[src/rtl/mem_lsu.sv]
// Memory stage of the five-stage pipeline: EX/MEM register, load/store over a
// req/ack data bus with byte-lane steering, misalignment drop and ack timeout.
module mem_lsu #(
   parameter int DMEM_TIMEOUT = 255
) (
   input  logic        clk,
   input  logic        rst,
   input  logic        ex_wvalid,
   input  logic [4:0]  ex_waddr,
   input  logic [31:0] ex_wdata,
   input  logic [31:0] ex_mem_addr,
   input  logic [2:0]  ex_alusel,
   input  logic [6:0]  ex_aluop,
   input  logic [31:0] ex_r2,
   output logic        dmem_req,
   output logic        dmem_we,
   output logic [31:0] dmem_addr,
   output logic [3:0]  dmem_be,
   output logic [31:0] dmem_wdata,
   input  logic        dmem_ack,
   input  logic [31:0] dmem_rdata,
   output logic        stall_req,
   output logic        wb_wvalid,
   output logic [4:0]  wb_waddr,
   output logic [31:0] wb_wdata,
   output logic        misalign_o,
   output logic        bus_err
);

   localparam logic [2:0] ALUSEL_LOAD  = 3'd1;
   localparam logic [2:0] ALUSEL_STORE = 3'd2;

   localparam logic [6:0] OP_LB  = 7'h10;
   localparam logic [6:0] OP_LH  = 7'h11;
   localparam logic [6:0] OP_LW  = 7'h12;
   localparam logic [6:0] OP_LBU = 7'h13;
   localparam logic [6:0] OP_LHU = 7'h14;
   localparam logic [6:0] OP_SB  = 7'h18;
   localparam logic [6:0] OP_SH  = 7'h19;
   localparam logic [6:0] OP_SW  = 7'h1A;

   localparam logic [7:0] CNT_LAST = 8'(DMEM_TIMEOUT - 1);

   typedef enum logic {IDLE, ACCESS} state_t;

   // size: 0 = byte, 1 = half, 2 = word
   typedef struct packed {
      logic       valid;
      logic       load;
      logic [1:0] size;
      logic       sext;
   } mem_op_t;

   function automatic mem_op_t decode_op(input logic [2:0] sel, input logic [6:0] op);
      mem_op_t d;
      d = '0;
      if (sel == ALUSEL_LOAD) begin
         case (op)
            OP_LB:   d = '{valid: 1'b1, load: 1'b1, size: 2'd0, sext: 1'b1};
            OP_LH:   d = '{valid: 1'b1, load: 1'b1, size: 2'd1, sext: 1'b1};
            OP_LW:   d = '{valid: 1'b1, load: 1'b1, size: 2'd2, sext: 1'b0};
            OP_LBU:  d = '{valid: 1'b1, load: 1'b1, size: 2'd0, sext: 1'b0};
            OP_LHU:  d = '{valid: 1'b1, load: 1'b1, size: 2'd1, sext: 1'b0};
            default: d = '0;
         endcase
      end else if (sel == ALUSEL_STORE) begin
         case (op)
            OP_SB:   d = '{valid: 1'b1, load: 1'b0, size: 2'd0, sext: 1'b0};
            OP_SH:   d = '{valid: 1'b1, load: 1'b0, size: 2'd1, sext: 1'b0};
            OP_SW:   d = '{valid: 1'b1, load: 1'b0, size: 2'd2, sext: 1'b0};
            default: d = '0;
         endcase
      end
      return d;
   endfunction

   function automatic logic is_misaligned(input logic [1:0] size, input logic [1:0] a);
      case (size)
         2'd1:    return a[0];
         2'd2:    return a != 2'b00;
         default: return 1'b0;
      endcase
   endfunction

   state_t      state_q, state_d;
   logic [7:0]  cnt_q, cnt_d;

   logic        s_wvalid_q, s_wvalid_d;
   logic [4:0]  s_waddr_q, s_waddr_d;
   logic [31:0] s_wdata_q, s_wdata_d;
   logic [1:0]  s_lane_q, s_lane_d;
   logic        s_memsel_q, s_memsel_d;
   mem_op_t     s_op_q, s_op_d;

   logic        dmem_req_q, dmem_req_d;
   logic        dmem_we_q, dmem_we_d;
   logic [31:0] dmem_addr_q, dmem_addr_d;
   logic [3:0]  dmem_be_q, dmem_be_d;
   logic [31:0] dmem_wdata_q, dmem_wdata_d;

   logic        wb_wvalid_q, wb_wvalid_d;
   logic [4:0]  wb_waddr_q, wb_waddr_d;
   logic [31:0] wb_wdata_q, wb_wdata_d;
   logic        misalign_q, misalign_d;
   logic        bus_err_q, bus_err_d;

   mem_op_t     ex_op;
   logic        ex_memsel;
   logic        ex_start;
   logic        access;
   logic        timeout_hit;
   logic [3:0]  st_be;
   logic [31:0] st_wdata;
   logic [7:0]  ld_byte;
   logic [15:0] ld_half;
   logic [31:0] load_data;

   assign ex_op       = decode_op(ex_alusel, ex_aluop);
   assign ex_memsel   = (ex_alusel == ALUSEL_LOAD) || (ex_alusel == ALUSEL_STORE);
   assign ex_start    = ex_op.valid && !is_misaligned(ex_op.size, ex_mem_addr[1:0]);
   assign access      = (state_q == ACCESS);
   assign timeout_hit = access && (cnt_q == CNT_LAST) && !dmem_ack;
   assign stall_req   = access && !dmem_ack && !timeout_hit;

   always_comb begin
      st_be    = 4'b1111;
      st_wdata = ex_r2;
      case (ex_op.size)
         2'd0: begin
            st_be    = 4'b0001 << ex_mem_addr[1:0];
            st_wdata = {4{ex_r2[7:0]}};
         end
         2'd1: begin
            st_be    = ex_mem_addr[1] ? 4'b1100 : 4'b0011;
            st_wdata = {2{ex_r2[15:0]}};
         end
         default: ;
      endcase
   end

   always_comb begin
      ld_byte = dmem_rdata[{s_lane_q, 3'b000} +: 8];
      ld_half = dmem_rdata[{s_lane_q[1], 4'b0000} +: 16];
      case (s_op_q.size)
         2'd0:    load_data = {{24{s_op_q.sext & ld_byte[7]}}, ld_byte};
         2'd1:    load_data = {{16{s_op_q.sext & ld_half[15]}}, ld_half};
         default: load_data = dmem_rdata;
      endcase
   end

   // Capture and bus launch happen together whenever the stage is not stalled,
   // so a new access can start on the same edge that completes the previous one.
   always_comb begin
      state_d      = state_q;
      cnt_d        = cnt_q;
      s_wvalid_d   = s_wvalid_q;
      s_waddr_d    = s_waddr_q;
      s_wdata_d    = s_wdata_q;
      s_lane_d     = s_lane_q;
      s_memsel_d   = s_memsel_q;
      s_op_d       = s_op_q;
      dmem_req_d   = dmem_req_q;
      dmem_we_d    = dmem_we_q;
      dmem_addr_d  = dmem_addr_q;
      dmem_be_d    = dmem_be_q;
      dmem_wdata_d = dmem_wdata_q;
      wb_wvalid_d  = 1'b0;
      wb_waddr_d   = s_waddr_q;
      wb_wdata_d   = s_wdata_q;
      misalign_d   = 1'b0;
      bus_err_d    = 1'b0;

      if (stall_req) begin
         cnt_d = cnt_q + 8'd1;
      end else begin
         s_wvalid_d   = ex_wvalid;
         s_waddr_d    = ex_waddr;
         s_wdata_d    = ex_wdata;
         s_lane_d     = ex_mem_addr[1:0];
         s_memsel_d   = ex_memsel;
         s_op_d       = ex_op;
         state_d      = ex_start ? ACCESS : IDLE;
         cnt_d        = '0;
         dmem_req_d   = ex_start;
         dmem_we_d    = ex_start && !ex_op.load;
         dmem_addr_d  = ex_start ? {ex_mem_addr[31:2], 2'b00} : '0;
         dmem_be_d    = ex_start ? st_be : '0;
         dmem_wdata_d = (ex_start && !ex_op.load) ? st_wdata : '0;
      end

      if (access) begin
         if (dmem_ack) begin
            if (s_op_q.load) begin
               wb_wvalid_d = s_wvalid_q;
               wb_wdata_d  = load_data;
            end
         end else if (timeout_hit) begin
            bus_err_d = 1'b1;
         end
      end else if (!s_memsel_q) begin
         wb_wvalid_d = s_wvalid_q;
      end else begin
         misalign_d = s_op_q.valid && is_misaligned(s_op_q.size, s_lane_q);
      end
   end

   always_ff @(posedge clk or posedge rst) begin
      if (rst) begin
         state_q      <= IDLE;
         cnt_q        <= '0;
         s_wvalid_q   <= 1'b0;
         s_waddr_q    <= '0;
         s_wdata_q    <= '0;
         s_lane_q     <= '0;
         s_memsel_q   <= 1'b0;
         s_op_q       <= '0;
         dmem_req_q   <= 1'b0;
         dmem_we_q    <= 1'b0;
         dmem_addr_q  <= '0;
         dmem_be_q    <= '0;
         dmem_wdata_q <= '0;
         wb_wvalid_q  <= 1'b0;
         wb_waddr_q   <= '0;
         wb_wdata_q   <= '0;
         misalign_q   <= 1'b0;
         bus_err_q    <= 1'b0;
      end else begin
         state_q      <= state_d;
         cnt_q        <= cnt_d;
         s_wvalid_q   <= s_wvalid_d;
         s_waddr_q    <= s_waddr_d;
         s_wdata_q    <= s_wdata_d;
         s_lane_q     <= s_lane_d;
         s_memsel_q   <= s_memsel_d;
         s_op_q       <= s_op_d;
         dmem_req_q   <= dmem_req_d;
         dmem_we_q    <= dmem_we_d;
         dmem_addr_q  <= dmem_addr_d;
         dmem_be_q    <= dmem_be_d;
         dmem_wdata_q <= dmem_wdata_d;
         wb_wvalid_q  <= wb_wvalid_d;
         wb_waddr_q   <= wb_waddr_d;
         wb_wdata_q   <= wb_wdata_d;
         misalign_q   <= misalign_d;
         bus_err_q    <= bus_err_d;
      end
   end

   assign dmem_req   = dmem_req_q;
   assign dmem_we    = dmem_we_q;
   assign dmem_addr  = dmem_addr_q;
   assign dmem_be    = dmem_be_q;
   assign dmem_wdata = dmem_wdata_q;
   assign wb_wvalid  = wb_wvalid_q;
   assign wb_waddr   = wb_waddr_q;
   assign wb_wdata   = wb_wdata_q;
   assign misalign_o = misalign_q;
   assign bus_err    = bus_err_q;

endmodule

[config.mk]
export PLATFORM = sky130hd
export DESIGN_NAME = mem_lsu
export DESIGN_NICKNAME = d
export VERILOG_FILES = /design/src/rtl/mem_lsu.sv
export SDC_FILE = /design/constraint.sdc
export NUM_CORES = 1
export LEC_CHECK = 0
export CAP_MARGIN = 15
export CORE_MARGIN = 1.5
export CORE_UTILIZATION = 41
export CTS_CLUSTER_SIZE = 30
export DETAILED_ROUTE_END_ITERATION = 16
export GPL_TIMING_DRIVEN = 1
export PLACE_DENSITY = 0.77
export RECOVER_POWER = 100
export SYNTH_ARGS = -nofsm -noshare
export SYNTH_HDL_FRONTEND = slang
export SYNTH_SLANG_ARGS = --single-unit
[constraint.sdc]
create_clock -name clk -period 5.3 [get_ports clk]
set_input_delay 1.325 -clock clk [delete_from_list [all_inputs] [get_ports clk]]
set_output_delay 1.325 -clock clk [all_outputs]
set_load 0.02 [all_outputs]
==> flow_metrics.py, run 1 <==
metrics = {
    "sta": {
        "finalMaxSlewViolations": 259,
        "setup_tns_ns": 0,
        "fin_crit_sh": 0.887,
        "rsz0062_at_grt": "no",
        "fin_ws_ns": 0.601,
        "timing.hold.ws_ns": 0.370,
        "skew_ns": 0.00832,
        "timing.fmax_mhz": 213,
        "finalCriticalPeriod_ns": 4.70,
        "relSlewSlack": -0.572,
        "tightestPinTransition_ns": 2.36,
        "finalHoldViolations": 0,
        "setup_violations": 0,
    },
    "yosys": {
        "ys_ff_latch": 162,
        "ys.flop_type": "dfrtp_1",
        "synthMuxAreaShare": 0.0411,
        "async_flop_share": 1.00,
        "synth_compound_area_frac": 0.169,
        "synthesis.area_um2": 7120,
        "synthSimpleGateAreaFrac": 0.158,
        "synth.distinct_cells": 50,
        "synth_xor_area_frac": 0.00739,
        "synthDominantCellAreaShare": 0.570,
        "avgSynthCellArea_um2": 10.3,
        "synthTopCellsByArea": "dfrtp_1 (57%), nand2_1 (8.9%), a22o_1 (7.0%)",
        "synth_cells": 689,
        "synth_edf_count": 0,
        "synthAdderAreaFrac": 0.0141,
        "synth_top_family_by_area": "compound AO/OA/AOI/OAI gates",
        "yosysTopAreaCell": "dfrtp_1",
        "seq_area_frac_synth": 0.570,
        "synth_warnings": 0,
    },
    "setup_path": {
        "start_kind": "input pin",
        "critPathKind": "in -> reg",
        "crit_path_max_fanout": 77,
        "arrival_ns": 5.03,
        "crit_required_ns": 5.64,
        "critical_path.max_stage_delay_ns": 1.43,
        "end_kind": "register",
        "crit_chain": "dlygate4sd3_1 > nand2b_1 > a41o_2 > clkinvlp_2 > clkbuf_1 > buf_4 > nand2_1 > o21ai_0",
        "crit_slowest_cell": "clkbuf_1",
    },
    "global_route": {
        "grt_max_degree": 163,
        "track_usage": 0.237,
        "grt_pass1_vias": 6059,
        "grt_overflow": 0,
        "grt_pass1_wl_um": 32900,
        "antenna_found_initial": 0,
    },
    "clocking": {
        "clkTransAtPathRegs_ns": 0.07,
        "clk_latency_ns": 0.43,
        "cts.htree.levels": 4,
        "cts_tree": "done",
        "cts_buffer_depth": 2,
        "ctsResizeCount": 0,
        "numCtsBuffers": 17,
        "post_cts_buffers": 0,
        "hold_buffers": 0,
        "clock_sinks": 162,
        "cts_root_buf": "clkbuf_16",
    },
    "floorplanning": {
        "ios": 258,
        "start_util": 0.425,
        "fp-row-count": 47,
        "design.die.area_um2": 18200,
        "die_y_um": 135,
        "die_w_um": 135,
        "fp.coreArea_um2": 16800,
    },
    "power": {
        "p_leak_nw": 4.92,
        "power_density_nw_per_um2": 277,
        "vdd_drop_max_mv": 0.222,
    },
    "run_status": {
        "violations": "capacitance limit, slew limit",
        "outcome": "complete, but fails checks",
    },
    "finish": {
        "layout-drive-gt1-share": 0.0671,
        "final_util": 0.619,
        "area_growth_pct": 45.9,
        "num_antenna_cells": 0,
        "layout.nets": 1081,
    },
    "placed_design": {
        "gp_congestion": 0.840,
        "dpl.hpwl_um": 14700,
        "io_buffers": 255,
        "pre_cts_ws_ns": 0.493,
    },
    "drt": {
        "wl_um": 21200,
        "dr_total_vias": 6137,
        "via_per_inst": 5.30,
        "drc": 0,
        "first_iter_violations": 340,
        "drtPass1Iterations": 5,
        "wl_per_cell_um": 18.3,
        "ant_nets": 0,
    },
    "job": {
        "max-cap-violations": 3,
    },
    "worst_hold_path": {
        "hp-class": "reg -> reg",
    },
}
## metal layers
layer,vias to the layer above,GRT usage,routed length (µm)
li1,2864,-,-
met1,2970,0.302,8640
met2,276,0.387,10300
met3,27,0.0739,1910
met4,0,0.0771,363
met5,-,0,0
## sequential cells by signal (all words and copies together), names as in the netlist
name        flops
misalign_o      1
dmem_be         4
s_wdata_q      32
wb_wvalid       1
wb_wdata       32
access          1
dmem_wdata     32
s_waddr_q       5
wb_waddr        5
s_op_q          5
cnt_q           8
bus_err         1
dmem_we         1
s_lane_q        2
s_wvalid_q      1
s_memsel_q      1
dmem_addr      30
## worst max-delay path, delay by kind of cell
kind	cells	cell delay [ns]
AO/OA/AOI/OAI	2	0.38
AND/OR/NAND/NOR	2	0.30
buffers and inverters	4	2.97
## area by class of cell
cell class | count | area, µm²
sequential | 162 | 4050
clock buffer | 21 | 470
tap | 220 | 275
clock inverter | 11 | 150
multi-input combinational | 463 | 2750
fill | 1445 | 6380
timing repair buffer | 266 | 2620
inverter | 16 | 65.1
## cells in the final DEF, fill, tap and decap left out, types with 3 or more instances in the layout
cell,synthesis,final
nand2_1,169,169
dfrtp_1,162,162
clkdlybuf4s50_1,0,142
dlygate4sd3_1,0,113
a22o_1,57,57
nand3_1,37,37
o21ai_0,23,32
nor2_1,29,28
a22oi_1,22,22
clkbuf_16,0,17
mux2_2,16,16
inv_1,15,14
a21oi_1,13,13
mux2i_1,9,9
a21boi_0,8,8
a31oi_1,8,8
ha_1,8,8
a2bb2oi_1,7,7
nand4b_1,5,5
clkbuf_1,29,5
buf_4,6,5
nor3_1,3,4
o22ai_1,4,4
o211ai_1,2,3
xor2_1,3,3
xnor2_1,3,3
clkinvlp_4,0,3
clkbuf_8,0,3
bufinv_16,0,3
## stage by stage
stage / power (W) / instances / instance area, µm²
5_1_grt: 0.00299 / 1159 / 10400
3_3_place_gp: 0.00161 / 1127 / 9830
3_5_place_dp: 0.00162 / 1127 / 9830
6_report: 0.00288 / 1159 / 10400
2_1_floorplan: 0.00143 / 690 / 7120
4_1_cts: 0.00291 / 1159 / 10500
## synth_stat cells (2+ instances only)
cell / number
nand2_1: 169
dfrtp_1: 162
a22o_1: 57
nand3_1: 37
clkbuf_1: 29
nor2_1: 29
o21ai_0: 23
a22oi_1: 22
mux2_2: 16
inv_1: 15
a21oi_1: 13
buf_2: 9
mux2i_1: 9
o21ai_2: 9
a21boi_0: 8
a31oi_1: 8
ha_1: 8
a2bb2oi_1: 7
buf_4: 6
nand4b_1: 5
buf_1: 4
o22ai_1: 4
nor3_1: 3
xnor2_1: 3
xor2_1: 3
and2_1: 2
nand2b_1: 2
nor2b_1: 2
nor3b_1: 2
o211ai_1: 2
or3_1: 2
## logic make-up after synthesis
group / count (synthesis)
xor+xnor: 6
simple gates: 261
flops: 162
buf+inv: 65
fa+ha+maj: 8
mux: 26
other cells: 1
compound gates: 160
## final timing paths
| kind | start | endpoint | slack, ns | depth (start not counted) |
|---|---|---|---|---|
| setup / recovery | dmem_ack | dmem_wdata[22] | 0.60 | 8 |
| hold / removal | s_waddr_q[3] | wb_waddr[3] | 0.37 | 0 |
| setup reg to reg | cnt_q[4] | dmem_wdata[22] | 1.56 | 7 |
| hold reg to reg | s_waddr_q[3] | wb_waddr[3] | 0.37 | 0 |
| max in group asynchronous | rst | s_lane_q[1] | 1.71 | 3 |
| min in group asynchronous | rst | wb_waddr[3] | 2.19 | 3 |
## power by group
part	internal, W	leakage [nW]	switching [W]	total [W]
Combinational	0.000162	2.53	0.000133	0.000294
Clock	0.000782	0.300	0.000510	0.00129
Sequential	0.00127	2.08	0.0000191	0.00129
Total	0.00222	4.92	0.000661	0.00288
Note: power is estimated with default switching activity, not from simulation.
==> run 2, diff against run 1 <==
HOLD_SLACK_MARGIN = 0.08   (was not set)
==> results of run 2 <==
Same layout as run 1: the final DEF is identical, and so are final timing and power.
